[config.mk]
export PLATFORM = sky130hd
export DESIGN_NAME = regfile_bus_arbiter
export DESIGN_NICKNAME = d
export VERILOG_FILES = /design/src/rtl/regfile_bus_arbiter.sv
export SDC_FILE = /design/constraint.sdc
export NUM_CORES = 1
export LEC_CHECK = 0
export BUFFER_PORTS_ARGS = -buffer_cell sky130_fd_sc_hd__buf_4
export CORE_MARGIN = 2
export CORE_UTILIZATION = 45
export CTS_CLUSTER_DIAMETER = 30
export DETAILED_ROUTE_END_ITERATION = 8
export PLACE_DENSITY = 0.75
export SLEW_MARGIN = 0
export SYNTH_ARGS = -nofsm -noshare
export SYNTH_HDL_FRONTEND = slang
export SYNTH_SLANG_ARGS = --single-unit
[constraint.sdc]
create_clock -name clk -period 2.6 [get_ports clk]
set_input_delay 0.26 -clock clk [delete_from_list [all_inputs] [get_ports clk]]
set_output_delay 0.26 -clock clk [all_outputs]
set_load 0.02 [all_outputs]
[src/rtl/regfile_bus_arbiter.sv]
// Two-requester arbiter and access sequencer for the shared-bus 32x32 file register.
// Round-robin grant in IDLE, one access at a time, bus turnaround after every write.
module regfile_bus_arbiter #(
    parameter int ZERO_PROTECT = 1,
    parameter int DATA_W       = 32
) (
    input  logic              clk,
    input  logic              rst,
    input  logic              req0,
    input  logic              rw0,
    input  logic [4:0]        addr0,
    input  logic [DATA_W-1:0] wdata0,
    output logic              gnt0,
    output logic              done0,
    input  logic              req1,
    input  logic              rw1,
    input  logic [4:0]        addr1,
    input  logic [DATA_W-1:0] wdata1,
    output logic              gnt1,
    output logic              done1,
    output logic [DATA_W-1:0] rdata,
    output logic              rf_we,
    output logic [4:0]        rf_write_addr,
    output logic [4:0]        rf_read0_addr,
    output logic [4:0]        rf_read1_addr,
    output logic              rf_bus_oe,
    output logic [DATA_W-1:0] rf_bus_out,
    input  logic [DATA_W-1:0] rf_bus_in
);

    typedef enum logic [1:0] {
        IDLE  = 2'd0,
        WRITE = 2'd1,
        READ  = 2'd2,
        TURN  = 2'd3
    } state_t;

    state_t            state_q, state_d;
    logic              rr_last_q, rr_last_d;
    logic              own_q, own_d;
    logic [4:0]        addr_q, addr_d;
    logic [DATA_W-1:0] wdata_q, wdata_d;
    logic              rd_cap_q, rd_cap_d;
    logic              gnt0_q, gnt0_d, gnt1_q, gnt1_d;
    logic              done0_q, done0_d, done1_q, done1_d;
    logic [DATA_W-1:0] rdata_q, rdata_d;
    logic              rf_we_q, rf_we_d;
    logic              rf_bus_oe_q, rf_bus_oe_d;
    logic [4:0]        rf_write_addr_q, rf_write_addr_d;
    logic [4:0]        rf_read_addr_q, rf_read_addr_d;
    logic [DATA_W-1:0] rf_bus_out_q, rf_bus_out_d;
    logic              pick1;
    logic              wr_en;

    // A state names what the output registers load on the edge leaving it,
    // so bus activity for a state becomes visible one cycle later.
    always_comb begin
        state_d         = state_q;
        rr_last_d       = rr_last_q;
        own_d           = own_q;
        addr_d          = addr_q;
        wdata_d         = wdata_q;
        rd_cap_d        = 1'b0;
        gnt0_d          = 1'b0;
        gnt1_d          = 1'b0;
        done0_d         = 1'b0;
        done1_d         = 1'b0;
        rdata_d         = rdata_q;
        rf_we_d         = 1'b0;
        rf_bus_oe_d     = 1'b0;
        rf_write_addr_d = rf_write_addr_q;
        rf_read_addr_d  = rf_read_addr_q;
        rf_bus_out_d    = rf_bus_out_q;
        pick1           = req1 && (!req0 || !rr_last_q);
        wr_en           = !((ZERO_PROTECT != 0) && (addr_q == 5'd0));

        // Read address is on the bus this cycle; capture and complete.
        if (rd_cap_q) begin
            rdata_d = rf_bus_in;
            done0_d = !own_q;
            done1_d = own_q;
        end

        case (state_q)
            IDLE: begin
                if (req0 || req1) begin
                    own_d     = pick1;
                    rr_last_d = pick1;
                    gnt0_d    = !pick1;
                    gnt1_d    = pick1;
                    addr_d    = pick1 ? addr1 : addr0;
                    wdata_d   = pick1 ? wdata1 : wdata0;
                    state_d   = (pick1 ? rw1 : rw0) ? WRITE : READ;
                end
            end
            WRITE: begin
                rf_we_d         = wr_en;
                rf_bus_oe_d     = wr_en;
                rf_write_addr_d = addr_q;
                rf_bus_out_d    = wdata_q;
                state_d         = TURN;
            end
            TURN: begin
                done0_d = !own_q;
                done1_d = own_q;
                state_d = IDLE;
            end
            READ: begin
                rf_read_addr_d = addr_q;
                rd_cap_d       = 1'b1;
                state_d        = IDLE;
            end
            default: state_d = IDLE;
        endcase
    end

    always_ff @(posedge clk or negedge rst) begin
        if (!rst) begin
            state_q         <= IDLE;
            rr_last_q       <= 1'b1;
            own_q           <= 1'b0;
            addr_q          <= '0;
            wdata_q         <= '0;
            rd_cap_q        <= 1'b0;
            gnt0_q          <= 1'b0;
            gnt1_q          <= 1'b0;
            done0_q         <= 1'b0;
            done1_q         <= 1'b0;
            rdata_q         <= '0;
            rf_we_q         <= 1'b0;
            rf_bus_oe_q     <= 1'b0;
            rf_write_addr_q <= '0;
            rf_read_addr_q  <= '0;
            rf_bus_out_q    <= '0;
        end else begin
            state_q         <= state_d;
            rr_last_q       <= rr_last_d;
            own_q           <= own_d;
            addr_q          <= addr_d;
            wdata_q         <= wdata_d;
            rd_cap_q        <= rd_cap_d;
            gnt0_q          <= gnt0_d;
            gnt1_q          <= gnt1_d;
            done0_q         <= done0_d;
            done1_q         <= done1_d;
            rdata_q         <= rdata_d;
            rf_we_q         <= rf_we_d;
            rf_bus_oe_q     <= rf_bus_oe_d;
            rf_write_addr_q <= rf_write_addr_d;
            rf_read_addr_q  <= rf_read_addr_d;
            rf_bus_out_q    <= rf_bus_out_d;
        end
    end

    assign gnt0          = gnt0_q;
    assign gnt1          = gnt1_q;
    assign done0         = done0_q;
    assign done1         = done1_q;
    assign rdata         = rdata_q;
    assign rf_we         = rf_we_q;
    assign rf_bus_oe     = rf_bus_oe_q;
    assign rf_write_addr = rf_write_addr_q;
    assign rf_read0_addr = rf_read_addr_q;
    assign rf_read1_addr = rf_read_addr_q;
    assign rf_bus_out    = rf_bus_out_q;

endmodule

# Word-level counts from Yosys, hierarchy flattened
# Cells that the tools add are included.
# classes
n_eq_ne	4
muxes	16
reduce_logical	12
# op_table
cell	n
$mux 32	1
$mux 1	11
$pmux 2 s3	1
$logic_not 1->1	5
$logic_not 5->1	1
$mux 5	1
$eq 2x2->1 const B	2
$mux 2	2
$eq 2x1->1 const B	1
$logic_not 2->1	1
$logic_or 1x1->1	2
$ne 2x2->1 const B	1
$reduce_and 2->1	1
$reduce_or 2->1	1
$logic_and 1x1->1	1
# totals
ff_bits	121
out_inout_bits	85

# Logic depth before layout (Yosys ltp)
# Gate-level depths: netlist (run 1).
# logic_depth
ltp_word	7
ltp_mapped	5

# Least setup slack after synthesis (run 1)
# No wires, ideal clock.
# synth_path
path_kind	reg-to-reg
start	register state_q[0]
end	register wdata_q[8]
setup_time_ps	125
arrival_ps	1434
path_slack_ps	1041
stages_incl_launch_ff	5
n_path_buf	1
synth_period_minus_slack_ps	1559
cell_sequence	dfrtp_1 > or2_1 > nor2_2 > buf_4 > mux2_2
# synth_via
elab_chain_cells	2
# synth_lines
item	line_no	source
from (decl)	38	state_t state_q, state_d;
from (signal assigned)	136	state_q <= state_d;
$logic_not 2->1	84	case (state_q)
$reduce_and 2->1 (no line)	n/a	
to (signal assigned)	140	wdata_q <= wdata_d;
to (decl)	42	logic [DATA_W-1:0] wdata_q, wdata_d;
# No other way between the ends.
# A chain may end at the register's enable or synchronous reset.

# Worst setup path in the final report (run 1)
# layout_path
start	register state_q[0]
end	register addr_q[0]
# layout_via
elab_chain_cells	2
# layout_lines
item	line_no	source
$logic_not 2->1	84	
$reduce_and 2->1 (no line)	n/a	
to (signal assigned)	139	addr_q <= addr_d;
to (decl)	41	logic [4:0] addr_q, addr_d;
# No other way between the ends.

==> summary.txt, run 1 <==
run status = complete, no violations
number of antenna violations at the first check in global routing = 1
RSZ-0062 raised after global routing = false
first-pass GRT wire length = 20,380 µm
Crit Path Category = reg -> reg
leakage = 0.003940 µW
Port Buffer Count = 196
post-place setup slack = 0.7559 ns
H-tree depth = 4
CP required = 2.97 ns
CP max stage delay = 0.48 ns
Overflow after GRT = 0
vias in the first global route = 4,177
origin of the worst setup path = state_q[0]
post-synthesis mux area share = 20.48%
Netlist cell types = 27
max frequency = 526.1 MHz
CTS max path bufs = 2
Synthesis Warnings = 0
post-synthesis sequential element count = 121
GPL Wtd Cong = 0.8202
Starting Density = 46.41%
GRT Overall Usage = 22.43%
router iterations before antenna repair = 4
slowest CP cell = nor2_2
DRT iter0 DRCs = 175
vias per cell = 4.965
crit path setup slack, layout = 0.6991 ns
post-detail-place hpwl = 8591 µm
Mapped Cells = 394
Final Hold Fails = 0
Hold Crit Class = in -> reg
vias = 3,922
CTS tree = yes
Clk Latency, worst-skew pair = 0.51 ns
DRC Markers = 0
Setup crit end kind = register
Die Width = 110.0 µm
setup bufs post-CTS = 0
Simple-Gate Fraction of Synth Area = 11.81%
layout cells sized above 1 = 48.54%
largest family of logic cells by synthesized area = multiplexers
Synth Area in Compound Gates = 4.630%
Finished Core Util = 70.33%
Max-Cap Viols = 0
hold wc startpoint = wdata1[4]
Tcrit/Tclk final = 73.11%
Post-Syn Area = 5054 µm²
Adder-Cell Fraction of Synth Area = 0%
Routed Antenna Nets = 0
actual slew at the worst max-slew pin = 0.8594 ns
drt wl/cell = 16.81 µm
maximum fanout along the worst path = 19
RR Startpoint = state_q[0]
core footprint = 10,890 µm²
# nets final = 748
Rows = 38
min cycle time layout = 1.901 ns
PostCTS Resize Cnt = 0
worst-path cell chain = nor2_2, o21ai_2, a221o_1
setup TNS = 0 ns
Slew HR = 42.70%
Avg Cell Area, Syn = 12.83 µm²
critical path launch point type = register
Die Height = 110.0 µm
largest net degree at the start of global routing = 53
post-synthesis xor/xnor area fraction = 0%
routed wire length = 13,280 µm
clk slew on worst S/H paths = 0.05 ns
CTS Buf Count = 17
Clock Skew = 0.009112 ns
final setup fails = 0
Max Slew Vio Count = 0
hold slack = 0.08299 ns
Area growth, synth to finish = 51.52%
Post-Layout Cell Count = 790
PD cells = 1282 nW/µm²
die area = 12,090 µm²
Syn Nets = 506
peak supply drop = 759.7 µV
IO Pins = 197
Inst Count DP = 708
CTS Sinks = 121
Worst Path Arrival = 2.28 ns
root buf cell = clkbuf_8
Seq/Total Area, Yosys = 59.94%
[cells in the final DEF (no fill, tap or decap), types with 2 or more instances in the layout]
cell type	Yosys	final
buf_4	9	200
dfrtp_1	120	120
nand2_1	111	111
dlygate4sd3_1	0	49
mux2_2	43	43
mux2_4	36	36
and3_1	16	16
a221o_1	16	16
clkbuf_16	0	16
clkbuf_8	0	7
clkbuf_1	9	6
nor2_1	4	4
a21o_1	3	3
a21oi_1	2	2
nor2_2	2	2
clkinv_2	0	2
[kinds of logic after synthesis]
logic type,count (synthesis)
DFF,121
muxes,80
AOI/OAI and AO/OA,25
and+or+nand+nor,140
buffers and inverters,28
[report_power, final]
group          switching, µW  internal, µW  leakage (µW)  total (µW)
combinational           2150          2070       0.00219        4210
clock                    758          1420      0.000277        2180
sequential               596          2830       0.00147        3430
[per-stage QoR]
stage               power, µW  cell area, µm²
detailed placement       7612            6605
floorplan                6010            5054
finish                   9817            7657
global placement         7445            6605
global route            10390            7657
CTS                      9876            7655
[worst paths after layout]
check,slack [ns],cells after the start,end
max reg2reg,0.70,3,addr_q[0]
min,0.08,3,wdata_q[4]
min in group asynchronous,0.29,2,rf_bus_out[0]
min reg2reg,0.46,1,done0
max,0.70,3,addr_q[0]
max in group asynchronous,1.51,3,rf_bus_out[18]
[flip-flops by register name, summed over array words and instances, names as in the netlist, 2 cells and up]
register       cells
rdata             32
rf_bus_out        32
wdata_q           32
addr_q             5
rf_read0_addr      5
rf_write_addr      5
state_q            2
[timing repair]
action,4_1_cts,5_1_grt
endpoints found under the setup margin,0,0
hold endpoints to repair,88,0
hold buffers,49,0
[layout make-up]
| type | count | area [µm²] |
|---|---|---|
| sequential | 121 | 3029 |
| clock buffer | 29 | 519.2 |
| fill | 742 | 3231 |
| antenna | 1 | 2.502 |
| timing repair buffer | 250 | 2012 |
| inverter | 1 | 3.754 |
| tap | 140 | 175.2 |
| multi-input combinational | 245 | 1876 |
| clock inverter | 3 | 40.04 |
[cell usage after synthesis]
cell        n  share of area, %
nor2b_1     2              0.25
o21ai_2     1              0.17
dfstp_2     1              0.52
nor3_4      1              0.32
buf_4       9               1.3
mux2_4     36                11
nor3_1      1             0.099
a21oi_1     2              0.20
a221o_1    16               3.2
dfrtp_1   120                59
a21bo_4     1              0.32
mux2i_1     1              0.20
o21ai_0     1             0.099
buf_6       2              0.45
a21o_1      3              0.45
a21boi_2    1              0.22
nor2_1      4              0.30
nor2_2      2              0.25
mux2_2     43               9.6
inv_1       1             0.074
and3_1     16               2.0
nand2_1   111               8.2
clkbuf_1    9              0.67
buf_1       3              0.22
nand2b_1    2              0.25
buf_2       4              0.40
or2_1       1              0.12
[per-layer routing]
| layer | vias to the layer above | routed length (µm) | part of all wire, % | track usage [%] |
|---|---|---|---|---|
| met5 | - | 0 | 0 | 0 |
| met3 | 24 | 908 | 6.8 | 6.878 |
| met1 | 1915 | 5214 | 39 | 25.72 |
| met4 | 0 | 281 | 2.1 | 9.855 |
| li1 | 1827 | - | - | - |
| met2 | 156 | 6875 | 52 | 38.61 |
[critical path: cells and delay by family (launching register included)]
family / cells / cell delay, ns
simple gates: 1 / 0.48
compound gates: 2 / 0.83
flops: 1 / 0.45
(Power assumes the default switching activity.)
==> inputs of run 2 (changes only) <==
--- a/config.mk
+++ b/config.mk
@@ -5,12 +5,13 @@
 export SDC_FILE = /design/constraint.sdc
 export NUM_CORES = 1
 export LEC_CHECK = 0
+export ABC_AREA = 1
 export BUFFER_PORTS_ARGS = -buffer_cell sky130_fd_sc_hd__buf_4
 export CORE_MARGIN = 2
 export CORE_UTILIZATION = 45
 export CTS_CLUSTER_DIAMETER = 30
 export DETAILED_ROUTE_END_ITERATION = 8
-export PLACE_DENSITY = 0.75
+export PLACE_DENSITY = 0.74
 export SLEW_MARGIN = 0
 export SYNTH_ARGS = -nofsm -noshare
 export SYNTH_HDL_FRONTEND = slang
==> constraint.sdc (replaced) <==
create_clock -name clk -period 1.91 [get_ports clk]
set_input_delay 0.191 -clock clk [delete_from_list [all_inputs] [get_ports clk]]
set_output_delay 0.191 -clock clk [all_outputs]
set_load 0.02 [all_outputs]
==> summary.txt, run 2 <==
run status = complete, no violations
router iterations before antenna repair = 4 (unchanged)
H-tree depth = 4 (unchanged)
post-synthesis xor/xnor area fraction = 0% (unchanged)
worst hold path stage count = 3 (unchanged)
peak supply drop = 924.5 µV (+22%)
# nets final = 962 (+29%)
Mapped Cells = 635 (+61%)
PD cells = 1724 nW/µm² (+34%)
RSZ-0062 raised after global routing = false
Power Total = 13,200 µW (+35%)
Finished Core Util = 67.97% (-2.4 points)
Die Width = 111.0 µm (+0.92%)
Hold Crit Class = in -> reg
met3 Use GR = 6.288% (-0.59 points)
Area growth, synth to finish = 48.76%
Die Height = 111.0 µm (+0.92%)
setup TNS = 0 ns (unchanged)
worst-path cell chain = nand2_1, nand2_1, buf_4, nand2_1, nand3_1, nand2_1
Area after DPL = 6755 µm² (+2.3%)
Clk Latency, worst-skew pair = 0.41 ns (-0.10 ns)
layout cells sized above 1 = 27.96% (-21 points)
die area = 12,320 µm² (+1.8%)
Rows = 39 (+2.6%)
clk slew on worst S/H paths = 0.05 ns (about the same)
IO Pins = 197 (unchanged)
most frequent cells after synthesis = 359 x nand2_1, 120 x dfrtp_1, 40 x nand3_1, 33 x inv_1, 21 x nand3b_1
vias = 4,826 (+23%)
antenna cells = 0 (-1)
Syn Nets = 747 (+48%)
commonest non-fill, non-tap cell in the layout = nand2_1
GRT Overall Usage = 23.68% (+1.3 points)
Avg Cell Area, Syn = 8.110 µm² (-37%)
core footprint = 11,270 µm² (+3.5%)
largest family of logic cells by synthesized area = simple AND/OR/NAND/NOR gates
count leader, synth = nand2_1
Starting Density = 45.69% (-0.73 points)
Routed Antenna Nets = 0 (unchanged)
slowest CP cell = dfstp_2
share of the synthesized area in the top cell type = 58.31% (-1.1 points)
Clock Skew = 0.007987 ns (-0.001126 ns)
vias in the first global route = 4,913 (+18%)
root buf cell = clkbuf_16
largest cells by area after synthesis = dfrtp_1 58%, nand2_1 26%, nand3_1 3.9%, nand3b_1 3.1%, inv_1 2.4%
vias per cell = 4.802 (-3.3%)
Synth Flop Type = dfrtp_1
number of antenna violations at the first check in global routing = 0 (-1)
Tcrit/Tclk final = 79.36% (+6.2 points)
CTS max path bufs = 2 (unchanged)
R2R cell count = 6 (+3)
met2 GRT Util = 38.90% (+0.29 points)
critical path launch point type = register
CTS tree = yes
Simple-Gate Fraction of Synth Area = 33.38% (+22 points)
CTS Buf Count = 17 (unchanged)
Max Slew Vio Count = 0 (unchanged)
post-route cell area = 7661 µm² (about the same)
CTS Sinks = 121 (unchanged)
post-place setup slack = 0.3862 ns (-0.3697 ns)
drt wl/cell = 13.84 µm (-18%)
Worst Path Arrival = 1.81 ns (-0.47 ns)
number of synthesized flops with an enable pin = 0 (unchanged)
post-synthesis mux area share = 0% (-20 points)
post-synthesis sequential element count = 121 (unchanged)
Setup crit end kind = register
Port Buffer Count = 196 (unchanged)
Netlist cell types = 16 (-41%)
routed wire length = 13,910 µm (+4.8%)
first-pass GRT wire length = 23,370 µm (+15%)
fillcell total = 891 (+20%)
GPL Wtd Cong = 0.8614 (+5.0%)
actual slew at the worst max-slew pin = 0.9051 ns (+0.04567 ns)
Seq/Total Area, Yosys = 58.82% (-1.1 points)
CP max stage delay = 0.52 ns (+0.04 ns)
GR Util met1 = 30.77% (+5.1 points)
max frequency = 659.7 MHz (+25%)
Slew HR = 39.29% (-3.4 points)
maximum fanout along the worst path = 17 (-2)
Overflow after GRT = 0 (unchanged)
Post-Syn Area = 5150 µm² (+1.9%)
Final Hold Fails = 0 (unchanged)
ys async rst share = 100.0% (unchanged)
largest net degree at the start of global routing = 43 (-19%)
DRT iter0 DRCs = 365 (+110%)
post-detail-place hpwl = 9579 µm (+11%)
Crit Path Category = reg -> reg
Max-Cap Viols = 0 (unchanged)
cell taking the most area after synthesis = dfrtp_1
crit path setup slack, layout = 0.3942 ns (-0.3049 ns)
Synthesis Warnings = 0 (unchanged)
DRC Markers = 0 (unchanged)
Top Usage Layer GRT = met2
leakage = 0.004333 µW (+10%)
Crit path top cell by count = nand2_1
Synth Area in Compound Gates = 1.458% (-3.2 points)
CP required = 2.20 ns (-0.77 ns)
final setup fails = 0 (unchanged)
Adder-Cell Fraction of Synth Area = 0% (unchanged)
min cycle time layout = 1.516 ns (-0.3851 ns)
commonest cells after routing, fill and taps aside = 358 x nand2_1, 207 x buf_4, 120 x dfrtp_1
## run 2: cell types whose count changed in the layout (fill, tap and decap cells not counted), sizes merged, moves of 21 or more
| cell | change |
|---|---|
| mux2 | -79 |
| nand3 | +40 |
| nand3b | +21 |
| inv | +33 |
| nand2 | +248 |
| dlygate4sd3 | -22 |
## run 2: final cells by class
class	instances	area, µm²	share of cell area [%]
flip-flops and latches	121	3029	39.54
repair buffers	237	1884	24.60
multi-input cells	438	1802	23.52
clock buffers	23	467.9	6.108
well taps	143	178.9	2.335
clock inverters	8	167.7	2.188
inverters	35	131.4	1.715
## run 2: worst paths after layout
| path | startpoint | endpoint | slack [ns] |
|---|---|---|---|
| max in group asynchronous | rst | rdata[24] | 1.10 |
| min reg2reg | own_q | done0 | 0.43 |
| max reg2reg | rr_last_q | wdata_q[8] | 0.39 |
| max | rr_last_q | wdata_q[8] | 0.39 |
| min | rf_bus_in[9] | rdata[9] | 0.01 |
| min in group asynchronous | rst | rf_bus_out[5] | 0.22 |
## run 2: cells by family (layout without fill, tap and decap cells)
group / after synthesis / in the layout
AOI/OAI and AO/OA: 15 / 15
buffers and inverters: 76 / 303
DFF: 121 / 121
and+or+nand+nor: 423 / 423
## run 2: stage by stage
stage,std cells,hold slack (ns)
5_1_grt,1005,0.01552
3_5_place_dp,947,0.1094
6_report,1005,0.01471
4_1_cts,1005,0.001471
3_3_place_gp,947,0.1046
2_1_floorplan,635,-0.1046
## run 2: routing by layer
| metal | vias to the layer above | part of all wire [%] |
|---|---|---|
| li1 | 2359 | - |
| met1 | 2244 | 44 |
| met2 | 204 | 47 |
| met3 | 19 | 7.4 |
| met4 | 0 | 1.4 |
| met5 | - | 0 |
## run 2: worst max-delay path, delay by kind of cell (launching register included)
family / cells / cell delay (ns)
AND/OR/NAND/NOR: 5 / 0.58
flip-flops: 1 / 0.52
buffers and inverters: 1 / 0.30
## run 2: report_power, final
group	switching [µW]	internal (µW)	total (µW)
Sequential	683	3790	4470
Combinational	3240	2050	5290
Clock	1070	2370	3440
## run 2: what timing repair did
action / CTS / global route
setup endpoints to repair: 0 / 0
resized for setup: 0 / 0
hold buffers: 27 / 0
endpoints found under the hold margin: 45 / 0
buffers inserted: 0 / 0
